File: src/rtl/vga_pkg.sv
// Shared types and defaults for the VGA frame-capture block.
// CAPTURA_VGA_ESPELHO_EN (in captura_vga) selects bottom-up addressing.
package vga_pkg;

  localparam int H_ATIVO_PADRAO = 640;
  localparam int V_ATIVO_PADRAO = 480;
  localparam int END_W = 19;

  typedef struct packed {
    logic [7:0] b;
    logic [7:0] g;
    logic [7:0] r;
  } pixel_t;

  typedef logic [END_W-1:0] endereco_t;

  typedef enum logic [2:0] {
    OCIOSO,
    ESPERA_QUADRO,
    ESPERA_LINHA,
    CAPTURA,
    FIM
  } estado_t;

endpackage

File: src/rtl/detector_borda.sv
// Rise/fall pulse generator for an already-registered 1-bit signal.
// Pulses are combinational and last one cycle.
module detector_borda (
  input  logic clk,
  input  logic rst_n,
  input  logic sinal,
  output logic sobe,
  output logic desce
);

  logic ant;

  always_ff @(posedge clk or negedge rst_n) begin
    if (!rst_n) ant <= 1'b0;
    else        ant <= sinal;
  end

  assign sobe  = sinal & ~ant;
  assign desce = ~sinal & ant;

endmodule

File: src/rtl/captura_vga.sv
// Captures one VGA frame into a frame buffer, one {B,G,R} word per pixel.
// Define CAPTURA_VGA_ESPELHO_EN for bottom-up (BMP row order) addressing.
module captura_vga
  import vga_pkg::*;
#(
  parameter int H_ATIVO = H_ATIVO_PADRAO,
  parameter int V_ATIVO = V_ATIVO_PADRAO
) (
  input  logic        Clock,
  input  logic        Reset,
  input  logic        Iniciar,
  input  logic        v_sync,
  input  logic        h_sync,
  input  logic        blank,
  input  logic [7:0]  R,
  input  logic [7:0]  G,
  input  logic [7:0]  B,
  output logic        Escrita,
  output logic [18:0] Endereco,
  output logic [23:0] Dado,
  output logic        Ocupado,
  output logic        Concluido,
  output logic        Erro
);

  localparam int CW = $clog2(H_ATIVO + 1);
  localparam int LW = $clog2(V_ATIVO + 1);
  localparam logic [CW-1:0] COL_MAX = CW'(H_ATIVO);
  localparam logic [LW-1:0] LIN_ULT = LW'(V_ATIVO - 1);
  localparam endereco_t PASSO = endereco_t'(H_ATIVO);
`ifdef CAPTURA_VGA_ESPELHO_EN
  localparam endereco_t BASE0 = endereco_t'((V_ATIVO - 1) * H_ATIVO);
`else
  localparam endereco_t BASE0 = '0;
`endif

  estado_t estado, nxt;

  logic   vs_r, hs_r, bl_r;
  pixel_t pix_r;

  logic vs_sobe, vs_desce;
  logic bl_sobe, bl_desce;

  logic [CW-1:0] coluna;
  logic [LW-1:0] linha;
  endereco_t     base;

  logic escreve, avanca, marca_erro, inicia;

  // v_sync rise and h_sync are registered but drive no decision
  logic sinais_unused;
  assign sinais_unused = vs_sobe ^ hs_r;

  always_ff @(posedge Clock or negedge Reset) begin
    if (!Reset) begin
      vs_r  <= 1'b0;
      hs_r  <= 1'b0;
      bl_r  <= 1'b0;
      pix_r <= '0;
    end else begin
      vs_r  <= v_sync;
      hs_r  <= h_sync;
      bl_r  <= blank;
      pix_r <= '{b: B, g: G, r: R};
    end
  end

  detector_borda u_borda_vs (
    .clk   (Clock),
    .rst_n (Reset),
    .sinal (vs_r),
    .sobe  (vs_sobe),
    .desce (vs_desce)
  );

  detector_borda u_borda_bl (
    .clk   (Clock),
    .rst_n (Reset),
    .sinal (bl_r),
    .sobe  (bl_sobe),
    .desce (bl_desce)
  );

  always_ff @(posedge Clock or negedge Reset) begin
    if (!Reset) estado <= OCIOSO;
    else        estado <= nxt;
  end

  always_comb begin
    nxt        = estado;
    escreve    = 1'b0;
    avanca     = 1'b0;
    marca_erro = 1'b0;
    inicia     = 1'b0;
    Ocupado    = 1'b0;
    Concluido  = 1'b0;
    unique case (estado)
      OCIOSO: begin
        if (Iniciar) begin
          inicia = 1'b1;
          nxt    = ESPERA_QUADRO;
        end
      end
      ESPERA_QUADRO: begin
        Ocupado = 1'b1;
        if (vs_desce) nxt = ESPERA_LINHA;
      end
      ESPERA_LINHA: begin
        Ocupado = 1'b1;
        if (vs_desce) begin
          marca_erro = 1'b1;
          nxt        = FIM;
        end else if (bl_sobe) begin
          escreve = 1'b1;
          nxt     = CAPTURA;
        end
      end
      CAPTURA: begin
        Ocupado = 1'b1;
        if (vs_desce) begin
          marca_erro = 1'b1;
          nxt        = FIM;
        end else if (bl_desce) begin
          avanca = 1'b1;
          if (coluna < COL_MAX) marca_erro = 1'b1;
          if (linha == LIN_ULT) nxt = FIM;
          else                  nxt = ESPERA_LINHA;
        end else if (bl_r) begin
          if (coluna < COL_MAX) escreve    = 1'b1;
          else                  marca_erro = 1'b1;
        end
      end
      FIM: begin
        Concluido = 1'b1;
        nxt       = OCIOSO;
      end
      default: nxt = OCIOSO;
    endcase
  end

  // Line base address stepped by one line per row: no multiplier
  always_ff @(posedge Clock or negedge Reset) begin
    if (!Reset) begin
      Escrita  <= 1'b0;
      Endereco <= '0;
      Dado     <= '0;
      Erro     <= 1'b0;
      coluna   <= '0;
      linha    <= '0;
      base     <= '0;
    end else begin
      Escrita <= escreve;
      if (inicia) begin
        Erro   <= 1'b0;
        coluna <= '0;
        linha  <= '0;
        base   <= BASE0;
      end
      if (marca_erro) Erro <= 1'b1;
      if (escreve) begin
        Endereco <= base + endereco_t'(coluna);
        Dado     <= pix_r;
        coluna   <= coluna + 1'b1;
      end
      if (avanca) begin
        linha  <= linha + 1'b1;
        coluna <= '0;
`ifdef CAPTURA_VGA_ESPELHO_EN
        base   <= base - PASSO;
`else
        base   <= base + PASSO;
`endif
      end
    end
  end

endmodule

File: config.mk
export PLATFORM = sky130hd
export DESIGN_NAME = captura_vga
export DESIGN_NICKNAME = d
export VERILOG_FILES = /design/src/rtl/vga_pkg.sv /design/src/rtl/detector_borda.sv /design/src/rtl/captura_vga.sv
export SDC_FILE = /design/constraint.sdc
export NUM_CORES = 1
export LEC_CHECK = 0
export ABC_AREA = 1
export CAP_MARGIN = 25
export CORE_MARGIN = 5
export CORE_UTILIZATION = 57
export DETAILED_ROUTE_END_ITERATION = 12
export PLACE_DENSITY_LB_ADDON = 0.1
export SLEW_MARGIN = 20
export SYNTH_ARGS = -nofsm -noshare
export SYNTH_HDL_FRONTEND = slang
export SYNTH_HIERARCHICAL = 1
export SYNTH_SLANG_ARGS = --single-unit
File: constraint.sdc
create_clock -name Clock -period 2.8 [get_ports Clock]
set_clock_uncertainty 0.05 [all_clocks]
set_input_delay 0.28 -clock Clock [delete_from_list [all_inputs] [get_ports Clock]]
set_output_delay 0.28 -clock Clock [all_outputs]
set_load 0.02 [all_outputs]
==> metrics.md, run 1 <==
| Metric | Value |
|---|---|
| Kind of start point of the critical path | register |
| First-pass GRT wire length | roughly 17 mm |
| Hold Violations, Final | 0 |
| CTS root buf | clkbuf_8 |
| I/O pins | 77 |
| Die height | 101 um |
| CORE AREA | 8180 um2 |
| CTS tree | yes |
| RSZ-0062 raised after global routing | false |
| H-tree levels | 3 |
| Port-buffer cells | 75 |
| Most frequent cells in the layout | 223 x nand2_1, 107 x dfrtp_1, 74 x clkdlybuf4s50_1 |
| Clock transition at path regs | 0.11 ns |
| Final setup vio count | 0 |
| Period utilisation layout | 75.5% |
| Leak | a little under 0.003 uW |
| Peak VDD IR | 474 uV |
| Crit Path Max Fanout | 8 |
| Required @ worst endpoint | 2.47 ns |
| Worst path max stage delay | 0.61 ns |
| Post-route DRC | 0 |
| DR pass1 iterations | 4 |
| Slew HR | 59.3% |
| Nets | around 670 |
| Worst-Skew Late Latency | 0.36 ns |
| Die area | 10200 um2 |
| Setup TNS | 0 ns |
| Mapped Area | about 4700 um2 |
| Delay-heaviest family, CP | buffers and inverters |
| Number of global-route vias before repair | 3756 |
| Worst Hold Class | in2reg |
| TritonCTS Buffers | 9 |
| Initial antenna violation count | 0 |
| Syn nets | 594 |
| Mapped Cells | 558 |
| Design area | 5750 um2 |
| Commonest non-fill, non-tap cell in the layout | nand2_1 |
| Total power | 4950 uW |
| WP data arrival | 1.79 ns |
| Aggregate global-route resource usage | 20.9% |
| Pin count of the biggest net entering global routing | 48 |
| Layout cells sized above 1 | 6.12% |
| Slack of the critical path | 0.685 ns |
| Pwr Density | 860 nW/um2 |
| Max-slew violations | 0 |
| WP buf/inv | 2 |
| Critical path's slowest cell | clkdlybuf4s50_1 |
| GPL Wtd Cong | 0.861 |
| Maximum Capacitance Violations | 0 |
| Worst-margin pin slew | between 0.6 and 0.7 ns |
| Status | completed |
| Worst-path cell chain | nor2_2 > inv_1 > nor2_1 > clkdlybuf4s50_1 |
| Clk sinks | 107 |
| Routed WL | around 10 mm |
| DR iter-0 viols | 185 |
| Post-DR vias/cell | around 5.2 |
| DP HPWL | 7.16 mm |
| Crit path kind | reg2out |
| Routed Antenna Nets | 0 |
| Dpl ws | 0.690 ns |
| Row count | 33 |
| Die width | 101 um |
| Crit. End Element | output pin |
| Average size of a mapped cell | 8.49 um2 |
| Avg WL per Cell | 13.6 um |
| Yosys warnings | 6 |
| Dpl cell area | 5530 um2 |
| Number of diodes | 0 |
| Vias after detailed routing | 3857 |
| Maximum clock frequency | 473 MHz |
| Syn-to-layout area delta | 21.4% |
| Tmin final | approximately 2.1 ns |
| CTS Buffer Depth | 2 |
| GRT overflow | 0 |
| Initial Util | slightly below 60% |
-- per-layer routing --
| metal | GRT usage, % | vias to the layer above | wire (um) |
|---|---|---|---|
| li1 | - | 1923 | - |
| met1 | 27.8 | 1826 | 4490 |
| met2 | 34.8 | 98 | 4950 |
| met3 | 4.20 | 10 | 535 |
| met4 | 6.65 | 0 | 123 |
| met5 | 0 | - | 0 |
-- worst paths after layout --
kind / start / end / slack [ns] / depth (start not counted)
min in group asynchronous: Reset / pix_r[12] / 0.37 / 2
setup / recovery: estado[1] / Concluido / 0.68 / 4
hold reg to reg: vs_r / u_borda_vs/ant / 0.34 / 0
setup reg to reg: vs_r / Dado[14] / 0.70 / 9
max in group asynchronous: Reset / Endereco[15] / 1.67 / 3
hold / removal: B[7] / pix_r[23] / 0.29 / 1
-- power breakdown --
| group | internal [uW] | switching (uW) | total [uW] |
|---|---|---|---|
| combinational | 755 | 1050 | 1800 |
| clock | 439 | 558 | 997 |
| sequential | 1900 | 252 | 2150 |
-- worst reg2reg max path: stages, from the launching register on --
cell and delay (ns):
dfrtp_1 0.39, nor2_1 0.27, inv_2 0.11, nand2_1 0.10, nor2_1 0.05, nand2_2 0.20
nand2_4 0.26, inv_4 0.40, nand2_1 0.13, nand2_1 0.09
-- per-stage QoR --
| stage | utilization [%] | instances | hold slack (ns) |
|---|---|---|---|
| detailed placement | 67.6 | 725 | 0.233 |
| finish | 70.4 | 742 | 0.292 |
| CTS | 70.4 | 742 | 0.277 |
| global route | 70.4 | 742 | 0.259 |
| global placement | 67.6 | 725 | 0.235 |
| floorplan | - | 558 | -0.0656 |
-- flip-flops by register name (all words and copies together), names as in the netlist --
register / flops
Dado: 24
Endereco: 19
Erro: 1
Escrita: 1
base: 12
bl_r: 1
coluna: 10
estado: 3
linha: 9
pix_r: 24
u_borda_bl/ant: 1
u_borda_vs/ant: 1
vs_r: 1
-- area by class of cell --
class,instances,area (um2)
timing repair buffer,79,793
clock inverter,7,90.1
tap,105,131
sequential,107,2680
multi-input combinational,388,1760
fill,659,2420
inverter,47,181
clock buffer,9,124
-- what timing repair did --
item | 4_1_cts | 5_1_grt
endpoints found under the hold margin | 39 | 0
setup buffers | 0 | 0
resized for setup | 0 | 0
hold buffers | 1 | 0
Note: power is estimated with default switching activity, not from simulation.
==> run 2, diff against run 1 <==
CORE_UTILIZATION = 53   (was 57)
clock period = 2.07 ns   (was 2.8 ns; I/O delays follow)
==> run 2 against run 1 <==
Against the previous run: routed wire length shrank 4.0%; die area rose by 6.8%; clock-buffer cell count rose by 1; critical path depth is 1 lower; largest cell class unchanged; worst setup slack got worse by 0.52 ns; non-clock buffer count up 5; core utilization fell by 4.0 points; final area grew 0.57%.
==> metrics.md, run 2 (synthesized netlist as in run 1, its figures left out) <==
| Metric | Value |
|---|---|
| Worst r2r path cells | 8 (was 9) |
| Pin count of the biggest net entering global routing | 61 (was 48) |
| Met1 Routed Length | 4.57 mm (was 4.49 mm) |
| Maximum Capacitance Violations | 0 (unchanged) |
| I/O pins | 77 (unchanged) |
| Post-DR vias/cell | 5.05 (was 5.20) |
| RSZ-0062 raised after global routing | false (unchanged) |
| Critical path startpoint | estado[1] (unchanged) |
| Worst path max stage delay | 0.60 ns (was 0.61 ns) |
| Crit path kind | reg2out (unchanged) |
| Number of diodes | 0 (unchanged) |
| DR iter-0 viols | 270 (was 185) |
| TritonCTS Buffers | 9 (unchanged) |
| Avg WL per Cell | 12.9 um (was 13.6 um) |
| HP Start | B[2] (was B[7]) |
| Worst-Skew Late Latency | 0.37 ns (was 0.36 ns) |
| Maximum clock frequency | 525 MHz |
| Row count | 34 (was 33) |
| Kind of start point of the critical path | register (unchanged) |
| Routed Antenna Nets | 0 (unchanged) |
| Crit Path Max Fanout | 8 (unchanged) |
| Post-route DRC | 0 (unchanged) |
| CTS root buf | clkbuf_8 (unchanged) |
| Die height | 105 um (was 101 um) |
| WP data arrival | 1.65 ns (was 1.79 ns) |
| CTS Buffer Depth | 2 (unchanged) |
| Pwr Density | 1140 nW/um2 (was 860 nW/um2) |
| Setup TNS | 0 ns (unchanged) |
| Launch point of the worst reg-to-reg path | estado[2] (was vs_r) |
| Period utilisation layout | 91.9% |
| Layout cells sized above 1 | 6.85% (was 6.12%) |
| DR WL met2 | 4.63 mm (was 4.95 mm) |
| GPL Wtd Cong | 0.829 (was 0.861) |
| Worst-path cell chain | nor2_2 > nor2_1 > clkdlybuf4s50_1 (was nor2_2 > inv_1 > nor2_1 > clkdlybuf4s50_1) |
| Clk sinks | 107 (unchanged) |
| Crit Reg-Reg Endpoint | coluna[2] (was Dado[14]) |
| Regs by FF count | Dado x24, pix_r x24, Endereco x19 (unchanged) |
| Final setup vio count | 0 (unchanged) |
| Hold Violations, Final | 0 (unchanged) |
| Slack of the critical path | 0.167 ns (was 0.685 ns) |
| Aggregate global-route resource usage | 18.3% (was 20.9%) |
| Vias after detailed routing | 3791 (was 3857) |
| Flop2flop setup slack | 0.21 ns (was 0.70 ns) |
| Nets | 673 (was 668) |
| First-pass GRT wire length | 16.7 mm (was 17.1 mm) |
| Max-slew violations | 0 (unchanged) |
| Worst-margin pin slew | 0.559 ns (was 0.609 ns) |
| Storage cell area | 2680 um2 (unchanged) |
| Die width | 105 um (was 101 um) |
| Port-buffer cells | 75 (unchanged) |
| CORE AREA | 8720 um2 (was 8180 um2) |
| Leak | 0.00295 uW (was 0.00291 uW) |
| Die area | 10900 um2 (was 10200 um2) |
| Status | completed (unchanged) |
| Crit. End Element | output pin (unchanged) |
| Routed WL | 9.70 mm (was 10.1 mm) |
| H-tree levels | 3 (unchanged) |
| Area of the multi-input gates | 1760 um2 (unchanged) |
| Required @ worst endpoint | 1.81 ns (was 2.47 ns) |
| Most frequent cells in the layout | 223 x nand2_1, 107 x dfrtp_1, 73 x clkdlybuf4s50_1 (was 223 x nand2_1, 107 x dfrtp_1, 74 x clkdlybuf4s50_1) |
| Total power | 6600 uW (was 4950 uW) |
| Syn-to-layout area delta | 22.1% (was 21.4%) |
| Initial antenna violation count | 0 (unchanged) |
| Slew HR | 62.7% (was 59.3%) |
| Commonest non-fill, non-tap cell in the layout | nand2_1 (unchanged) |
| End point of the critical path | Ocupado (was Concluido) |
| Number of global-route vias before repair | 3610 (was 3756) |
| Peak VDD IR | 559 uV (was 474 uV) |
| Setup repair bufs after CTS | 0 (unchanged) |
| GRT overflow | 0 (unchanged) |
| Dpl ws | 0.220 ns (was 0.690 ns) |
| Worst Hold Class | in2reg (unchanged) |
| Clock transition at path regs | 0.11 ns (about the same) |
| Highest metal layer with signal wires | met4 (unchanged) |
| Met3 WL | 409 um (was 535 um) |
| DP HPWL | 7.00 mm (was 7.16 mm) |
| Hold Slack | 0.210 ns (was 0.292 ns) |
| Initial Util | 54.3% (was 58.0%) |
| Critical path's slowest cell | clkdlybuf4s50_1 (unchanged) |
| CTS tree | yes (unchanged) |
| Tmin final | 1.90 ns |
| DR pass1 iterations | 5 (was 4) |
| Number of fill cells | 724 (was 659) |
[run 2: changes by cell type in the layout (fill, tap and decap cells not counted), sizes merged]
cell and delta:
buf +5, bufinv -1, clkbuf +1, clkdlybuf4s50 -1, dlymetal6s2s +1
[run 2: stage by stage]
step,cells,area [um2],utilization [%]
global placement,733,5570,63.9
detailed placement,733,5570,63.9
finish,750,5790,66.4
floorplan,558,4740,-
global route,750,5790,66.4
CTS,750,5780,66.3
[run 2: area by class of cell]
type | instances | area share (%)
timing repair buffer | 84 | 14.4
clock inverter | 6 | 1.08
clock buffer | 10 | 2.38
tap | 108 | 2.34
multi-input combinational | 388 | 30.4
sequential | 107 | 46.3
inverter | 47 | 3.18
[run 2: critical path, delay by kind of cell (launching register included)]
kind	cells	cell delay, ns
buffers and inverters	1	0.60
DFF	1	0.50
and+or+nand+nor	2	0.17
[run 2: repair_timing]
item	CTS	global route
hold endpoints to repair	23	0
hold buffers	1	0
resized for setup	0	2
endpoints found under the setup margin	0	2
[run 2: report_power, final]
| group | internal [uW] | switching, uW | total [uW] |
|---|---|---|---|
| combinational | 1040 | 1400 | 2440 |
| clock | 505 | 757 | 1260 |
| sequential | 2560 | 334 | 2900 |
| total | 4110 | 2490 | 6600 |
[run 2: worst min-delay path by stage]
stage	depth (start not counted)	slack, ns	endpoint
after floorplan	0	-0.14	Dado[0]
after global placement	1	0.08	pix_r[6]
after detailed placement	1	0.09	pix_r[12]
after CTS	1	0.20	pix_r[18]
after global routing	1	0.20	pix_r[15]
final	1	0.21	pix_r[18]
[run 2: layer usage]
metal,GRT usage (%),vias up
met5,0,-
met1,24.9,1778
met4,5.18,0
met2,29.7,72
met3,3.95,8
li1,-,1933
==> run 3, diff against run 2 <==
CORE_UTILIZATION = 28   (was 53)
==> run 3 against run 2 <==
Against the previous run: first-iteration DRC count fell by 2.6%; clock power grew 34%; core utilization down 30 points; hold slack better by 0.027 ns; power increased by 7.3%; routed wire length is 16% higher; sequential cell count is the same; largest cell class unchanged; largest power group unchanged; highest routed layer unchanged.
==> metrics.md, run 3 (synthesized netlist as in run 1, its figures left out) <==
| Metric | Value |
|---|---|
| DP HPWL | 7.92 mm (was 7.00 mm) |
| Worst-margin pin slew | 0.488 ns (was 0.559 ns) |
| Setup TNS | 0 ns (unchanged) |
| Worst Hold Class | in2reg (unchanged) |
| Initial antenna violation count | 0 (unchanged) |
| Leak | 0.00300 uW (was 0.00295 uW) |
| Slew HR | 67.5% (was 62.7%) |
| Nets | 676 (was 673) |
| Row count | 47 (was 34) |
| Launch point of the worst reg-to-reg path | vs_r (was estado[2]) |
| Status | completed (unchanged) |
| Worst path max stage delay | 0.61 ns (was 0.60 ns) |
| GRT overflow | 0 (unchanged) |
| I/O pins | 77 (unchanged) |
| Clk sinks | 107 (unchanged) |
| End point of the critical path | Ocupado (unchanged) |
| Aggregate global-route resource usage | 12.0% (was 18.3%) |
| Crit. End Element | output pin (unchanged) |
| Routed Antenna Nets | 0 (unchanged) |
| Max-slew violations | 0 (unchanged) |
| Vias after detailed routing | 3817 (was 3791) |
| Routed WL | 11.3 mm (was 9.70 mm) |
| Die width | 140 um (was 105 um) |
| CORE AREA | 16600 um2 (was 8720 um2) |
| Maximum clock frequency | 526 MHz (was 525 MHz) |
| CTS Buffer Depth | 2 (unchanged) |
| Storage cell area | 2680 um2 (unchanged) |
| Final setup vio count | 0 (unchanged) |
| First-pass GRT wire length | 19.5 mm (was 16.7 mm) |
| GPL Wtd Cong | 0.792 (was 0.829) |
| Worst-path cell chain | nor2_2 > nor2_1 > clkdlybuf4s50_1 (unchanged) |
| Crit Path Max Fanout | 8 (unchanged) |
| DR iter-0 viols | 263 (was 270) |
| Die height | 140 um (was 105 um) |
| Syn-to-layout area delta | 27.4% (was 22.1%) |
| Number of global-route vias before repair | 3822 (was 3610) |
| Delay-heaviest family, CP | buffers and inverters (unchanged) |
| Clock transition at path regs | 0.08 ns (was 0.11 ns) |
| WP data arrival | 1.64 ns (was 1.65 ns) |
| Maximum Capacitance Violations | 0 (unchanged) |
| Flop2flop setup slack | 0.21 ns (about the same) |
| Kind of start point of the critical path | register (unchanged) |
| Most frequent cells in the layout | 223 x nand2_1, 107 x dfrtp_1, 73 x clkdlybuf4s50_1 (unchanged) |
| Number of fill cells | 1725 (was 724) |
| Die area | 19600 um2 (was 10900 um2) |
| Tmin final | 1.90 ns (about the same) |
| Initial Util | 28.6% (was 54.3%) |
| Worst r2r path cells | 9 (was 8) |
| Crit Reg-Reg Endpoint | Endereco[17] (was coluna[2]) |
| RSZ-0062 raised after global routing | false (unchanged) |
| Total power | 7080 uW (was 6600 uW) |
| Number of diodes | 0 (unchanged) |
| H-tree levels | 3 (unchanged) |
| WP buf/inv | 1 (unchanged) |
| Area of the multi-input gates | 1760 um2 (unchanged) |
| Crit path depth | 3 (unchanged) |
| Hold Violations, Final | 0 (unchanged) |
| Required @ worst endpoint | 1.81 ns (about the same) |
| Avg WL per Cell | 13.0 um (was 12.9 um) |
| Crit path kind | reg2out (unchanged) |
| Post-route DRC | 0 (unchanged) |
| Setup repair bufs after CTS | 0 (unchanged) |
| Layout cells sized above 1 | 7.29% (was 6.85%) |
| CTS root buf | clkbuf_16 (was clkbuf_8) |
| TritonCTS Buffers | 9 (unchanged) |
| Regs by FF count | Dado x24, pix_r x24, Endereco x19 (unchanged) |
| Critical path startpoint | estado[1] (unchanged) |
| Port-buffer cells | 75 (unchanged) |
| Pin count of the biggest net entering global routing | 54 (was 61) |
| Peak VDD IR | 415 uV (was 559 uV) |
| Post-Layout Cell Count | 865 (was 750) |
| Post-DR vias/cell | 4.41 (was 5.05) |
| # placed instances | 848 (was 733) |
| DR pass1 iterations | 4 (was 5) |
| Worst-Skew Late Latency | 0.35 ns (was 0.37 ns) |
| CTS tree | yes (unchanged) |
| Commonest non-fill, non-tap cell in the layout | nand2_1 (unchanged) |
| Period utilisation layout | 91.8% (was 91.9%) |
| Pwr Density | 1170 nW/um2 (was 1140 nW/um2) |
| Critical path's slowest cell | clkdlybuf4s50_1 (unchanged) |
-- run 3: cell count changes in the layout (fill, tap and decap cells not counted), sizes merged --
cell	before	now
buf	9	12
clkbuf	10	9
clkinvlp	0	1
-- run 3: routing by layer --
| layer | track usage, % | part of all wire [%] | up-vias |
|---|---|---|---|
| met5 | 0 | 0 | - |
| met4 | 4.49 | 1.4 | 0 |
| met3 | 2.25 | 4.2 | 11 |
| met2 | 18.1 | 44 | 84 |
| met1 | 17.2 | 50 | 1784 |
| li1 | - | - | 1938 |
-- run 3: how the worst min path moves through the flow --
| stage | startpoint | endpoint | cells past startpoint |
|---|---|---|---|
| after floorplan | Reset | Dado[0] | 0 |
| after global placement | Reset | Dado[6] | 1 |
| after detailed placement | Reset | Dado[6] | 1 |
| after CTS | R[1] | pix_r[1] | 1 |
| after global routing | R[1] | pix_r[1] | 1 |
| final | B[5] | pix_r[21] | 1 |
-- run 3: stage by stage --
step | utilization [%] | area, um2 | hold WS [ns] | setup WS, ns
after floorplan | - | 4740 | -0.139 | 0.570
after global placement | 34.6 | 5730 | 0.113 | 0.274
after detailed placement | 34.6 | 5730 | 0.123 | 0.188
after CTS | 36.4 | 6040 | 0.213 | 0.0129
after global routing | 36.4 | 6040 | 0.223 | 0.0249
final | 36.4 | 6040 | 0.237 | 0.170
-- run 3: layout make-up --
type	instances	area share, %
clock buffers	9	3.73
inverters	47	3.00
clock inverters	7	1.12
flip-flops and latches	107	44.3
multi-input cells	388	29.1
repair buffers	87	14.2
well taps	220	4.56
-- run 3: timing repair --
action,CTS,global route
gates resized for setup,0,1
endpoints found under the hold margin,23,0
hold buffers,1,0
setup endpoints to repair,0,1
-- run 3: worst register-to-register path: stages, from the launching register on --
cell	delay (ns)
dfrtp_1	0.38
nor2_1	0.30
inv_2	0.12
nand2_1	0.10
nor2_1	0.05
nand2_2	0.09
nand2_4	0.10
inv_4	0.38
nand2_1	0.14
nand2_1	0.10
-- run 3: power by group --
part           leakage [uW]  internal, uW  total [uW]  switching (uW)
clock              0.000142           851        1690             842
combinational       0.00148          1050        2490            1440
sequential          0.00138          2570        2890             327
